[src/rtl/id_decode_stage.sv]
// MIPS instruction-decode stage: splits and classifies a 32-bit word, then holds the
// decoded result in an output register backed by a one-entry skid buffer.
module id_decode_stage #(
    parameter int XLEN  = 32,
    parameter int PC_W  = 32,
    parameter int CNT_W = 16
) (
    input  logic             i_clk,
    input  logic             i_reset,
    input  logic             i_valid,
    output logic             o_ready,
    input  logic [31:0]      i_instruction,
    input  logic [PC_W-1:0]  i_pc,
    input  logic             i_flush,
    output logic             o_valid,
    input  logic             i_ready,
    output logic [5:0]       o_opcode,
    output logic [4:0]       o_RS,
    output logic [4:0]       o_RT,
    output logic [4:0]       o_RD,
    output logic [4:0]       o_shamt,
    output logic [5:0]       o_funct,
    output logic [15:0]      o_address,
    output logic [XLEN-1:0]  o_imm_ext,
    output logic [25:0]      o_jump_target,
    output logic [1:0]       o_type,
    output logic [4:0]       o_dest,
    output logic             o_reg_write,
    output logic [PC_W-1:0]  o_pc,
    output logic [CNT_W-1:0] o_decode_count
);

    typedef struct packed {
        logic [5:0]      opcode;
        logic [4:0]      rs;
        logic [4:0]      rt;
        logic [4:0]      rd;
        logic [4:0]      shamt;
        logic [5:0]      funct;
        logic [15:0]     address;
        logic [XLEN-1:0] imm_ext;
        logic [25:0]     jump_target;
        logic [1:0]      itype;
        logic [4:0]      dest;
        logic            reg_write;
        logic [PC_W-1:0] pc;
    } dec_t;

    dec_t             dec;
    dec_t             out_q, out_d, skid_q, skid_d;
    logic             out_valid_q, out_valid_d;
    logic             skid_valid_q, skid_valid_d;
    logic             ready_q, ready_d;
    logic [CNT_W-1:0] count_q, count_d;
    logic             accept, drain;
    logic signed [31:0] lui_word;
    logic signed [15:0] imm_s;

    always_comb begin
        dec             = '0;
        dec.opcode      = i_instruction[31:26];
        dec.rs          = i_instruction[25:21];
        dec.rt          = i_instruction[20:16];
        dec.rd          = i_instruction[15:11];
        dec.shamt       = i_instruction[10:6];
        dec.funct       = i_instruction[5:0];
        dec.address     = i_instruction[15:0];
        dec.jump_target = i_instruction[25:0];
        dec.pc          = i_pc;
        imm_s           = i_instruction[15:0];
        lui_word        = {i_instruction[15:0], 16'h0000};

        case (dec.opcode)
            6'h0C, 6'h0D, 6'h0E: dec.imm_ext = XLEN'(dec.address);
            6'h0F:               dec.imm_ext = XLEN'(lui_word);
            default:             dec.imm_ext = XLEN'(imm_s);
        endcase

        case (dec.opcode)
            6'h00: begin
                dec.itype     = 2'd0;
                dec.dest      = dec.rd;
                dec.reg_write = (dec.funct != 6'h08);
            end
            6'h02: begin
                dec.itype     = 2'd2;
                dec.dest      = 5'd0;
                dec.reg_write = 1'b0;
            end
            6'h03: begin
                dec.itype     = 2'd2;
                dec.dest      = 5'd31;
                dec.reg_write = 1'b1;
            end
            default: begin
                dec.itype     = 2'd1;
                dec.dest      = dec.rt;
                // Stores and branches produce no register result.
                dec.reg_write = !(dec.opcode inside {6'h28, 6'h29, 6'h2B,
                                                     6'h04, 6'h05, 6'h06, 6'h07});
            end
        endcase
    end

    assign accept = i_valid && ready_q && !i_flush;
    assign drain  = out_valid_q && i_ready;

    always_comb begin
        out_d        = out_q;
        skid_d       = skid_q;
        out_valid_d  = out_valid_q;
        skid_valid_d = skid_valid_q;
        count_d      = drain ? count_q + 1'b1 : count_q;

        if (i_flush) begin
            out_valid_d  = 1'b0;
            skid_valid_d = 1'b0;
        end else if (drain || !out_valid_q) begin
            // SKID is only ever full while OUT is full, and accept is blocked then.
            if (skid_valid_q) begin
                out_d        = skid_q;
                out_valid_d  = 1'b1;
                skid_valid_d = 1'b0;
            end else if (accept) begin
                out_d       = dec;
                out_valid_d = 1'b1;
            end else begin
                out_valid_d = 1'b0;
            end
        end else if (accept) begin
            skid_d       = dec;
            skid_valid_d = 1'b1;
        end

        ready_d = !skid_valid_d;
    end

    always_ff @(posedge i_clk) begin
        if (i_reset) begin
            out_q        <= '0;
            skid_q       <= '0;
            out_valid_q  <= 1'b0;
            skid_valid_q <= 1'b0;
            ready_q      <= 1'b1;
            count_q      <= '0;
        end else begin
            out_q        <= out_d;
            skid_q       <= skid_d;
            out_valid_q  <= out_valid_d;
            skid_valid_q <= skid_valid_d;
            ready_q      <= ready_d;
            count_q      <= count_d;
        end
    end

    assign o_ready        = ready_q;
    assign o_valid        = out_valid_q;
    assign o_opcode       = out_q.opcode;
    assign o_RS           = out_q.rs;
    assign o_RT           = out_q.rt;
    assign o_RD           = out_q.rd;
    assign o_shamt        = out_q.shamt;
    assign o_funct        = out_q.funct;
    assign o_address      = out_q.address;
    assign o_imm_ext      = out_q.imm_ext;
    assign o_jump_target  = out_q.jump_target;
    assign o_type         = out_q.itype;
    assign o_dest         = out_q.dest;
    assign o_reg_write    = out_q.reg_write;
    assign o_pc           = out_q.pc;
    assign o_decode_count = count_q;

endmodule

[config.mk]
export PLATFORM = sky130hd
export DESIGN_NAME = id_decode_stage
export DESIGN_NICKNAME = d
export VERILOG_FILES = /design/src/rtl/id_decode_stage.sv
export SDC_FILE = /design/constraint.sdc
export NUM_CORES = 1
export LEC_CHECK = 0
export BUFFER_PORTS_ARGS = -buffer_cell sky130_fd_sc_hd__buf_2
export CAP_MARGIN = 20
export CORE_MARGIN = 5
export CORE_UTILIZATION = 40
export DETAILED_ROUTE_END_ITERATION = 6
export RECOVER_POWER = 100
export SYNTH_ARGS = -nofsm -noshare
export SYNTH_HDL_FRONTEND = slang
export SYNTH_SLANG_ARGS = --single-unit
[constraint.sdc]
create_clock -name i_clk -period 1.93 [get_ports i_clk]
set_input_delay 0.2895 -clock i_clk [delete_from_list [all_inputs] [get_ports i_clk]]
set_output_delay 0.2895 -clock i_clk [all_outputs]
set_load 0.02 [all_outputs]
* Yosys cells after proc, flatten, opt, wreduce, memory -nomap -nowiden *
Index checks and enable logic that the tools add are counted.

cells by class
  reduce and logical (&&, ||, !) cells = 15
  bitwise logic cells = 2
  eq/ne operators = 14
  $add $sub $neg = 1
  multiplexer cells = 9

operator list
  operator                 count
  $mux W146                2
  $pmux W32 S2             1
  $eq A6 B3 Y1 const B     4
  $eq A6 B4 Y1 const B     4
  $pmux W8 S3              1
  $eq A6 B6 Y1 const B     3
  $add A16 B1 Y16 const B  1
  $eq A6 B2 Y1 const B     2
  $reduce_bool A7 Y1       1
  $logic_not A6 Y1         1
  $ne A6 B4 Y1 const B     1
  $reduce_and A3 Y1        2
  $mux W1                  5
  $logic_not A1 Y1         4
  $logic_and A1 B1 Y1      3
  $reduce_or A3 Y1         1
  $not A1 Y1               2
  $reduce_bool A2 Y1       1
  $reduce_or A2 Y1         1
  $logic_or A1 B1 Y1       1

storage, ports and cells
  register bits after elaboration = 311
  output and inout bits = 164
  bits of input ports = 69
  word-level logic and storage cells = 71

* Logic depth before layout (Yosys ltp) *
  depth after elaboration = 6
  mapped depth = 8
  gate-level depth less buffers = 5

* Worst setup path before layout *
No wires, ideal clock.

  path type = reg2reg
  start point = register count_q[6] (netlist: o_decode_count[6])
  end point = register count_q[14] (netlist: o_decode_count[14])
  library setup time = 0.121 ns
  stages on the path, launching flop included = 6
  data required time = 1.809 ns
  period minus slack after synthesis = 1.787 ns
  data arrival time = 1.666 ns
  setup slack = 0.143 ns
  buffers on the path = 1
  cells stage by stage = dfxtp_1 nand3_1 or3_1 clkbuf_2 nor4_1 mux2_2

between the ends
  cells in the longest elaborated chain, start to end = 1

RTL lines
  item                    line  text
  start, declared         54    logic [CNT_W-1:0] count_q, count_d;
  start signal, assigned  152   count_q <= count_d;
  $add A16 B1 Y16         113   count_d = drain ? count_q + 1'b1 : count_q;

No other way between the ends.
A chain may end at the register's enable or synchronous reset.

* Final worst setup path *
Same ends and word-level chain as after synthesis.

==> run metrics <==
Slew Viols, Final 0; die area 0.0271 mm²; die width 165 µm; commonest cells after routing, fill and taps aside dfxtp_1, clkbuf_1, nand2_1; fraction of layout cells with a size suffix above 1 between 10% and 20%; status finished, final reports clean; fmax between 0.5 and 0.6 GHz; post-CTS setup buffers 0; final core occ 48.8%; maximum level of the CTS H-tree 1; critical path endpoint category register; Slowest cell on crit path or3_1; routability cong. 0.785; Setup crit start kind register; CORE AREA roughly 0.023 mm²; worst hold path class in2reg; total number of vias 8338; CP delay by family, top simple AND/OR/NAND/NOR gates; Max Cap Violations 0; CTS Sinks 227; EDFF count, synth 0; distinct cell type count after synthesis 50; initial antenna violation count 0; I/O Pins approximately 230; Cell Pwr Density 949 mW/mm²; clock slew at reported path FFs 0.06 ns; Crit path required time about 2.3 ns; ant diodes 0; Max FO, Critical Path 9; Bufs on Longest Clock Path 3; DR pass1 iterations 4; largest family of logic cells by synthesized area compound AO/OA/AOI/OAI gates; Primary FF master, synth dfxtp_1; pre-CTS WS 0.177 ns; crit share post-route between 90% and 100%; crit-path max cell delay 0.46 ns; largest net degree at the start of global routing 77; CTS buffer count 25; Final Setup Violations 0; FFs w/ async S/R, synth 0%; buffer and inverter count on the worst path 0; Die H 165 µm; Seq/Total Area, Yosys 47.6%; WL final 26.9 mm; Leakage between 3 and 4 nW; global route total overflow 0; Post-DP HPWL roughly 17 mm; gr usage total 18.8%; crit-path cells nand3_1 > or3_1 > nor4_1 > mux2_2; syn avg cell area 8.68 µm²; Clock Skews 0.0153 ns; peak supply drop between 400 and 500 µV; Nets 1328; critical path arrival around 2.2 ns; measured slew at the worst slew-check pin ~0.64 ns; XOR/XNOR share of the synthesized area 0.733%; Root Buffer clkbuf_16; Gate Count Post-Synth 1101; Setup CP Type reg2reg; final antenna-violating net count 0; vias in the first global route 7617; post-synthesis mux area share 6.82%; syn nets between 1k and 1.5k; Setup TNS 0 ns; Avg WL per Cell 16.8 µm; Buffers on Ports around 230; starting density of the core 40.7%; Synth Cell Area 0.00956 mm²; P&R area growth vs syn 19.9%; DR iter-0 viols 619; RSZ-0062 raised after global routing false; Synth Register Bits between 200 and 250; first-pass GRT wire length 41.6 mm; Setup WS post-layout 0.164 ns; vias per cell 5.22; Yosys warnings 0; adder-cell share of the synthesized area 0.131%; number of hold violations in the final report 0; FP Rows 56; CTS tree yes; DRC viols 0; commonest non-fill, non-tap cell in the layout dfxtp_1; complex-gate fraction of the synthesized area 18.9%; clk_lat worst skew 0.52 ns; Synth Area in Simple Gates between 10% and 20%; Final Critical Period ~1.8 ns; relative slew slack between 50% and 60%
==> path summary, 6_finish.rpt <==
kind	cells after the start	slack (ns)	start	end
max	4	0.16	o_decode_count[6]	o_decode_count[14]
max reg2reg	4	0.16	o_decode_count[6]	o_decode_count[14]
min	3	0.03	i_pc[24]	skid_q[24]
min reg2reg	2	0.45	o_imm_ext[31]	o_imm_ext[31]
==> tightest hold or removal path: stages <==
cell	delay, ns
buf_2	0.10
nand2_1	0.05
a21oi_1	0.05
==> flip-flops by register name, indices dropped and copies added (netlist names), 5 cells and up <==
| register | flops |
|---|---|
| o_funct | 5 |
| skid_q | 104 |
| o_dest | 5 |
| o_opcode | 6 |
| o_decode_count | 16 |
| o_imm_ext | 32 |
| o_RS | 5 |
| o_pc | 32 |
==> Yosys cell counts (2+ instances only) <==
cell type  count  area [µm²]
nand2b_1       3        18.8
mux2i_1       64         641
o211ai_1       3        22.5
nor2b_1        9        56.3
or3_1          3        18.8
nand3_2        2        20.0
buf_2         26         130
nand4_1        2        12.5
and2_1         3        18.8
xnor2_1        6        52.6
nor2_1       143         537
a21oi_1       83         415
buf_4         43         323
o21bai_1       5        37.5
clkbuf_1      64         240
o41ai_1       16         140
nand3b_1      16         120
xor2_1         2        17.5
buf_1          6        22.5
o31ai_1        2        15.0
nor4_1         6        37.5
inv_1          8        30.0
o221ai_1      10        87.6
or3_2          2        15.0
o21ai_0        3        15.0
a22oi_1       16         120
a211oi_1      98         736
a221oi_1      16         140
or4_1          3        22.5
dfxtp_1      227        4540
nand2_1      149         559
nor3_1        33         165
a31oi_1        6        37.5
nand3_1        7        35.0
==> through the flow <==
step | cell area, µm² | cells | hold slack (ns) | power, W
final | 11500 | 1596 | 0.0254 | 0.0109
after global routing | 11500 | 1596 | 0.0138 | 0.0113
after CTS | 11700 | 1596 | 0.00116 | 0.0111
after detailed placement | 10900 | 1549 | 0.446 | 0.00629
after global placement | 10900 | 1549 | 0.440 | 0.00628
after floorplan | 9560 | 1101 | 0.425 | 0.00584
==> final cells by class <==
cell class | count | area [µm²]
timing repair buffer | 270 | 1390
sequential | 227 | 4540
clock inverter | 6 | 83.8
clock buffer | 40 | 732
fill | 2369 | 12000
inverter | 8 | 30.0
multi-input combinational | 726 | 4270
tap | 319 | 399
==> timing repair <==
action | CTS | global route
endpoints found under the setup margin | 0 | 0
hold endpoints to repair | 1 | 0
hold buffers | 1 | 0
gates resized for setup | 0 | 0
==> layer usage <==
layer | track usage [%] | vias up | routed length [µm]
met5 | 0 | - | 0
met4 | 4.05 | 0 | 380
met3 | 3.94 | 25 | 1870
met2 | 29.5 | 218 | 12100
met1 | 26.8 | 3908 | 12500
li1 | - | 4187 | -
==> where the power goes <==
part	switching, W	leakage (nW)	internal (W)	total, W
combinational	0.000793	1.60	0.000369	0.00116
sequential	0.000111	1.85	0.00486	0.00497
clock	0.00189	0.400	0.00286	0.00475
total	0.00279	3.84	0.00808	0.0109
==> cells by family after synthesis <==
group | count (synthesis)
xor+xnor | 8
buf+inv | 148
simple gates | 390
flops | 227
fa+ha+maj | 1
mux | 65
compound gates | 262
Power figures use the tool's default switching activity.
